$ cat config.mk
export PLATFORM = sky130hd
export DESIGN_NAME = mem_addr_sequencer
export DESIGN_NICKNAME = d
export VERILOG_FILES = /design/src/rtl/mem_addr_sequencer_pkg.sv /design/src/rtl/mem_addr_stepper.sv /design/src/rtl/mem_addr_sequencer.sv
export SDC_FILE = /design/constraint.sdc
export NUM_CORES = 1
export LEC_CHECK = 0
export ABC_CLOCK_PERIOD_IN_PS = 3200
export CAP_MARGIN = 0
export CORE_MARGIN = 2
export CORE_UTILIZATION = 50
export CTS_BUF_LIST = sky130_fd_sc_hd__clkbuf_8
export DETAILED_ROUTE_END_ITERATION = 8
export PLACE_DENSITY = 0.76
export REMOVE_ABC_BUFFERS = 1
export SETUP_SLACK_MARGIN = 0.4
export SYNTH_ARGS = -nofsm -noshare
export SYNTH_HDL_FRONTEND = slang
export SYNTH_HIERARCHICAL = 1
export SYNTH_SLANG_ARGS = --single-unit
$ cat constraint.sdc
create_clock -name clk -period 3.2 [get_ports clk]
set_clock_uncertainty 0.15 [all_clocks]
set_input_delay 0.64 -clock clk [delete_from_list [all_inputs] [get_ports clk]]
set_output_delay 0.64 -clock clk [all_outputs]
set_load 0.005 [all_outputs]
$ cat src/rtl/mem_addr_sequencer_pkg.sv
// Shared definitions for the memory-sweep sequencer.
//   state_t   : FSM encoding, also the value driven on the state output
//   M_*       : sweep mode codes carried on the mode input
//   is_active : true in the states that issue RAM strobes
package mem_addr_sequencer_pkg;

  typedef enum logic [1:0] {
    S_IDLE  = 2'b00,
    S_WRITE = 2'b01,
    S_READ  = 2'b10,
    S_DONE  = 2'b11
  } state_t;

  localparam logic [1:0] M_WR    = 2'b00;
  localparam logic [1:0] M_RD    = 2'b01;
  localparam logic [1:0] M_WR_RD = 2'b10;

  function automatic logic is_active(input state_t s);
    return (s == S_WRITE) || (s == S_READ);
  endfunction

endpackage

$ cat src/rtl/mem_addr_stepper.sv
// Up/down modulo-DEPTH address register.
//   clk, rst : clock and asynchronous active-low reset (addr clears to 0)
//   load     : addr takes value on the next edge (priority over en)
//   value    : load value
//   en       : step addr by one on the next edge
//   dir      : 0 = +1 (DEPTH-1 wraps to 0), 1 = -1 (0 wraps to DEPTH-1)
//   addr     : registered address
module mem_addr_stepper #(
  parameter int ADDR_W = 4,
  parameter int DEPTH  = 16
) (
  input  logic              clk,
  input  logic              rst,
  input  logic              load,
  input  logic [ADDR_W-1:0] value,
  input  logic              en,
  input  logic              dir,
  output logic [ADDR_W-1:0] addr
);

  localparam logic [ADDR_W-1:0] LAST = ADDR_W'(DEPTH - 1);
  localparam logic [ADDR_W-1:0] ONE  = ADDR_W'(1);

  always_ff @(posedge clk or negedge rst) begin
    if (!rst) begin
      addr <= '0;
    end else if (load) begin
      addr <= value;
    end else if (en) begin
      if (dir) addr <= (addr == '0)   ? LAST : addr - ONE;
      else     addr <= (addr == LAST) ? '0   : addr + ONE;
    end
  end

endmodule

$ cat src/rtl/mem_addr_sequencer.sv
// Memory-sweep sequencer: generates address/strobe streams for a RAM port
// (write sweep, read sweep, or write-then-read sweep) over base/len, up or down,
// with optional modulo-DEPTH wrap.
//   clk, rst  : clock, asynchronous active-low reset
//   start     : sweep request, sampled only in IDLE
//   mode      : 00 write, 01 read, 10 write-then-read, 11 rejected
//   dir       : 0 ascending, 1 descending
//   wrap_en   : 1 wrap modulo DEPTH, 0 reject ranges that would cross an end
//   base, len : first address, words per phase
//   stall     : suppress the strobe of the next cycle without losing the access
//   abort     : drop the sweep, back to IDLE next cycle (beats stall)
//   mem_addr, mem_we, mem_re : registered RAM port
//   state     : FSM state (IDLE/WRITE/READ/DONE), busy : in WRITE or READ
//   done, err : one-cycle completion pulse, err marks a rejected request
//
// Handshake: a request is a single-cycle start pulse taken only while state is
// IDLE; it is answered by exactly one done pulse unless abort or reset cuts the
// sweep short. start outside IDLE is dropped, never queued.
module mem_addr_sequencer
  import mem_addr_sequencer_pkg::*;
#(
  parameter int ADDR_W = 4,
  parameter int DEPTH  = 16
) (
  input  logic              clk,
  input  logic              rst,
  input  logic              start,
  input  logic [1:0]        mode,
  input  logic              dir,
  input  logic              wrap_en,
  input  logic [ADDR_W-1:0] base,
  input  logic [ADDR_W:0]   len,
  input  logic              stall,
  input  logic              abort,
  output logic [ADDR_W-1:0] mem_addr,
  output logic              mem_we,
  output logic              mem_re,
  output logic [1:0]        state,
  output logic              busy,
  output logic              done,
  output logic              err
);

  localparam logic [ADDR_W:0] CNT_ONE = (ADDR_W+1)'(1);

  state_t              state_q, state_n;
  logic                we_q, we_n, re_q, re_n;
  logic                done_q, done_n, err_q, err_n, busy_q;
  logic [ADDR_W:0]     cnt_q, cnt_n;   // strobes issued in this phase, including the one on the port now
  logic [ADDR_W-1:0]   base_q;
  logic [ADDR_W:0]     len_q;
  logic [1:0]          mode_q;
  logic                dir_q;
  logic                capture;
  logic                reject;
  logic                step_load, step_en;
  logic [ADDR_W-1:0]   step_value;
  logic                strobe_q;

  assign strobe_q = we_q | re_q;

  // Request check. With wrap disabled the sweep must stay inside 0..DEPTH-1
  // in its own direction; with wrap enabled any in-range base is fine.
  always_comb begin
    reject = 1'b0;
    if (len == '0 || int'(len) > DEPTH || mode == 2'b11 || int'(base) >= DEPTH) begin
      reject = 1'b1;
    end else if (!wrap_en) begin
      if (!dir && (int'(base) + int'(len) > DEPTH)) reject = 1'b1;
      if (dir && (int'(len) > int'(base) + 1))      reject = 1'b1;
    end
  end

  always_comb begin
    state_n    = state_q;
    we_n       = 1'b0;
    re_n       = 1'b0;
    done_n     = 1'b0;
    err_n      = 1'b0;
    cnt_n      = cnt_q;
    capture    = 1'b0;
    step_load  = 1'b0;
    step_value = base_q;
    step_en    = 1'b0;
    case (state_q)
      S_IDLE: begin
        if (start) begin
          capture = 1'b1;
          if (reject) begin
            state_n = S_DONE;
            done_n  = 1'b1;
            err_n   = 1'b1;
          end else begin
            step_load  = 1'b1;
            step_value = base;
            cnt_n      = CNT_ONE;
            if (mode == M_RD) begin
              state_n = S_READ;
              re_n    = 1'b1;
            end else begin
              state_n = S_WRITE;
              we_n    = 1'b1;
            end
          end
        end
      end
      S_WRITE, S_READ: begin
        if (abort) begin
          state_n = S_IDLE;
        end else if (strobe_q && cnt_q == len_q) begin
          // Last strobe of the phase is on the port now.
          if (state_q == S_WRITE && mode_q == M_WR_RD) begin
            state_n    = S_READ;
            step_load  = 1'b1;
            step_value = base_q;
            re_n       = !stall;
            cnt_n      = stall ? '0 : CNT_ONE;
          end else begin
            state_n = S_DONE;
            done_n  = 1'b1;
          end
        end else begin
          // Advance past an address only once its strobe has actually gone out;
          // a stalled cycle re-presents the same address next time.
          step_en = strobe_q;
          if (!stall) begin
            we_n  = (state_q == S_WRITE);
            re_n  = (state_q == S_READ);
            cnt_n = cnt_q + CNT_ONE;
          end
        end
      end
      S_DONE:  state_n = S_IDLE;
      default: state_n = S_IDLE;
    endcase
  end

  always_ff @(posedge clk or negedge rst) begin
    if (!rst) begin
      state_q <= S_IDLE;
      we_q    <= 1'b0;
      re_q    <= 1'b0;
      done_q  <= 1'b0;
      err_q   <= 1'b0;
      busy_q  <= 1'b0;
      cnt_q   <= '0;
      base_q  <= '0;
      len_q   <= '0;
      mode_q  <= M_WR;
      dir_q   <= 1'b0;
    end else begin
      state_q <= state_n;
      we_q    <= we_n;
      re_q    <= re_n;
      done_q  <= done_n;
      err_q   <= err_n;
      busy_q  <= is_active(state_n);
      cnt_q   <= cnt_n;
      if (capture) begin
        base_q <= base;
        len_q  <= len;
        mode_q <= mode;
        dir_q  <= dir;
      end
    end
  end

  mem_addr_stepper #(
    .ADDR_W(ADDR_W),
    .DEPTH (DEPTH)
  ) u_stepper (
    .clk  (clk),
    .rst  (rst),
    .load (step_load),
    .value(step_value),
    .en   (step_en),
    .dir  (dir_q),
    .addr (mem_addr)
  );

  assign mem_we = we_q;
  assign mem_re = re_q;
  assign state  = state_q;
  assign busy   = busy_q;
  assign done   = done_q;
  assign err    = err_q;

endmodule

==> flow_metrics.env <==
export IMPL_clk_path_buf_depth=2
export IMPL_grt_start_max_net_pins=29
export IMPL_critical_path_startpoint_type="input port"
export IMPL_min_delay_start="len_q[0]$_DFFE_PN0P_"
export IMPL_drtIter0Drc=152
export IMPL_place_detailed_hpwl_mm=3.81
export IMPL_critPathKind="in -> reg"
export IMPL_area_growth_pct=37.0
export IMPL_p_leak_nw=1.22
export IMPL_synth_edff_count=0
export IMPL_synthesis_area_mm2=0.00206
export IMPL_drive_gt1_frac=0.297
export IMPL_r2r_cells=7
export IMPL_yosysWarnings=6
export IMPL_grt_pass1_wl_mm=8.74
export IMPL_grt_pass1_vias=1763
export IMPL_ir_drop_mv=0.450
export IMPL_ys_async_sr_fraction=1.00
export IMPL_synth_top_family_by_area="simple AND/OR/NAND/NOR gates"
export IMPL_die_h_um=68.2
export IMPL_synthMuxAreaShare=0.0978
export IMPL_r2r_start="state[1]$_DFF_PN0_"
export IMPL_num_rows=23
export IMPL_cts_tree="yes"
export IMPL_drv_cap=0
export IMPL_worstPathRequired_ps=3220
export IMPL_holdBufCountCts=0
export IMPL_end_kind="flip-flop"
export IMPL_clk_latency_ps=290
export IMPL_endpoint="u_stepper/addr[2]$_DFFE_PN0P_"
export IMPL_yosysSeqAreaShare=0.340
export IMPL_via_per_inst=5.90
export IMPL_drc=0
export IMPL_ys_types=52
export IMPL_gr_total_overflow=0
export IMPL_ant_nets=0
export IMPL_relSlewSlack=0.648
export IMPL_clk_pin_slew_ps=110
export IMPL_worstPathMaxFanout=6
export IMPL_cts_max_level=1
export IMPL_initial_core_util=0.519
export IMPL_tightest_slew_ps=523
export IMPL_worstPathArrival_ps=2990
export IMPL_synth_simple_area_share=0.200
export IMPL_wl_per_cell_um=16.5
export IMPL_track_usage=0.254
export IMPL_slew_violations=0
export IMPL_rsz0062_at_grt="true"
export IMPL_synth_xor_area_share=0.0510
export IMPL_cellPowerDensity_mw_per_mm2=737
export IMPL_synth_compound_area_frac=0.169
export IMPL_ys_flop_type="dfrtp_1"
export IMPL_yosys_area_share_adder=0.113
export IMPL_hold_viol_final=0
export IMPL_die_area_mm2=0.00465
export IMPL_numCtsBuffers=3
export IMPL_die_x_um=68.2
export IMPL_hp_class="reg -> reg"
export IMPL_status="finished clean"
export IMPL_r2r_setup_slack_ps=540
export IMPL_max_freq_mhz=337
export IMPL_setup_viol=0
export IMPL_first_pass_iters=5
export IMPL_grt_antenna_before_repair=0
export IMPL_syn_inst=214
export IMPL_synth_seq_cells=28
export IMPL_dpl_instance_area_mm2=0.00259
export IMPL_finalCritPeriodShare=0.927
export IMPL_fin_crit_ps=2970
export IMPL_nNetsFinal=310
export IMPL_vias=1907
export IMPL_gp_congestion=0.839
export IMPL_stdcell_area_mm2=0.00282
export IMPL_drt_total_wl_mm=5.33
export IMPL_pin_count=29
export IMPL_postSynthAreaPerCell_um2=9.63
export IMPL_core_area_mm2=0.00397
export IMPL_total_power_w=0.00208
export IMPL_clock_root_buffer="clkbuf_8"
export IMPL_crit_path_start="len[0]"
export IMPL_r2r_end="cnt_q[4]$_DFFE_PN0P_"
export IMPL_antenna_cells=0
export IMPL_port_buffers=28
export IMPL_cts_sinks=28
-- layout by cell type (no fill, tap or decap), drive strengths merged, types with 4 or more instances in the layout --
cell type and n:
buf 35, dfrtp 28, clkdlybuf4s50 20, ha 17
mux2 17, nand3 14, nand2 14, o21ai 14
inv 11, nor2 10, a21oi 10, xor2 7
nor3 6, xnor2 5, nand4 5, nor2b 4
a21o 4, and3 4
-- cells in the mapped netlist, types with 2 or more instances --
| master | n | share of area |
|---|---|---|
| nor2_1 | 10 | 0.018 |
| nor2b_1 | 4 | 0.012 |
| inv_1 | 11 | 0.020 |
| a211oi_1 | 2 | 0.0073 |
| o21ai_0 | 14 | 0.034 |
| nor4bb_1 | 2 | 0.0097 |
| xor2_1 | 7 | 0.030 |
| nand3b_1 | 2 | 0.0073 |
| a21boi_0 | 2 | 0.0073 |
| and2_1 | 2 | 0.0061 |
| xnor2_1 | 5 | 0.021 |
| ha_1 | 17 | 0.10 |
| nor4_1 | 2 | 0.0061 |
| nand2b_1 | 3 | 0.0091 |
| mux2_1 | 4 | 0.022 |
| a21oi_1 | 10 | 0.024 |
| a211o_1 | 2 | 0.0085 |
| buf_2 | 2 | 0.0049 |
| clkbuf_1 | 2 | 0.0036 |
| nand2_1 | 14 | 0.026 |
| dfrtp_1 | 28 | 0.34 |
| nand3_1 | 13 | 0.032 |
| and3_1 | 3 | 0.0091 |
| nand4_1 | 5 | 0.015 |
| o221a_2 | 2 | 0.011 |
| a21o_1 | 3 | 0.011 |
| mux2_2 | 13 | 0.071 |
| nor3_1 | 6 | 0.015 |
-- worst max-delay path: stages --
cell       delay, ps
buf_8            100
ha_4             160
fa_2             440
or3b_1           370
a211oi_2         230
a2111oi_4        110
o22ai_4          180
nand3_4          150
a21oi_2          160
buf_4            140
mux2_4           300
-- layout make-up --
cell class	count	area [µm²]
well taps	50	62.6
clock inverters	1	30.0
flip-flops and latches	28	701
clock buffers	3	41.3
fillers	282	1150
repair buffers	59	515
inverters	11	41.3
multi-input cells	171	1430
-- cells by family (layout without fill, tap and decap cells) --
| logic type | after synthesis | in the layout |
|---|---|---|
| xor gates and xnor gates | 12 | 12 |
| DFF | 28 | 28 |
| muxes | 18 | 18 |
| AOI/OAI and AO/OA | 48 | 48 |
| and+or+nand+nor | 75 | 75 |
| adders and majority gates | 18 | 18 |
| buffers and inverters | 15 | 74 |
-- power breakdown --
group / leakage [nW] / internal (W) / total, W / switching (W)
sequential: 0.342 / 0.000508 / 0.000661 / 0.000153
clock: 0.0357 / 0.000168 / 0.000289 / 0.000121
combinational: 0.843 / 0.000598 / 0.00113 / 0.000532
total: 1.22 / 0.00127 / 0.00208 / 0.000806
-- metal layers --
layer / GRT usage / vias up / wire (µm)
met2: 0.405 / 63 / 2580
met3: 0.0164 / 11 / 241
met1: 0.365 / 925 / 2360
met4: 0.0850 / 0 / 145
met5: 0 / - / 0
li1: - / 908 / -
-- how the worst min path moves through the flow --
stage / to / slack (ps) / depth (start not counted)
after floorplan: base_q[0]$_DFFE_PN0P_ / 190 / 0
after global placement: base_q[0]$_DFFE_PN0P_ / 320 / 2
after detailed placement: base_q[0]$_DFFE_PN0P_ / 320 / 2
after CTS: base_q[0]$_DFFE_PN0P_ / 350 / 2
after global routing: base_q[0]$_DFFE_PN0P_ / 390 / 2
final: len_q[0]$_DFFE_PN0P_ / 360 / 2
-- state kept, by name, summed over array words and instances (netlist names) --
signal	count
mem_re	1
state	2
mode_q	2
u_stepper/addr	4
cnt_q	5
len_q	5
done	1
err	1
dir_q	1
mem_we	1
base_q	4
busy	1
-- stage by stage --
stage                     instances  setup TNS [ps]  hold slack (ps)   util  worst slack (ps)
final                           323               0              359  0.711               234
after global routing            323               0              388  0.711               124
after CTS                       321               0              347  0.702               269
after detailed placement        315           -5150              325  0.652              -567
after global placement          315           -4410              316  0.652              -496
after floorplan                 210            -351              194      -              -217
-- what timing repair did --
| action | in CTS | in global routing |
|---|---|---|
| endpoints found under the setup margin | 16 | 12 |
| resized for setup | 49 | 9 |
| buffers inserted | 2 | 2 |
| pin swaps | 16 | 8 |
Note: power is estimated with default switching activity, not from simulation.
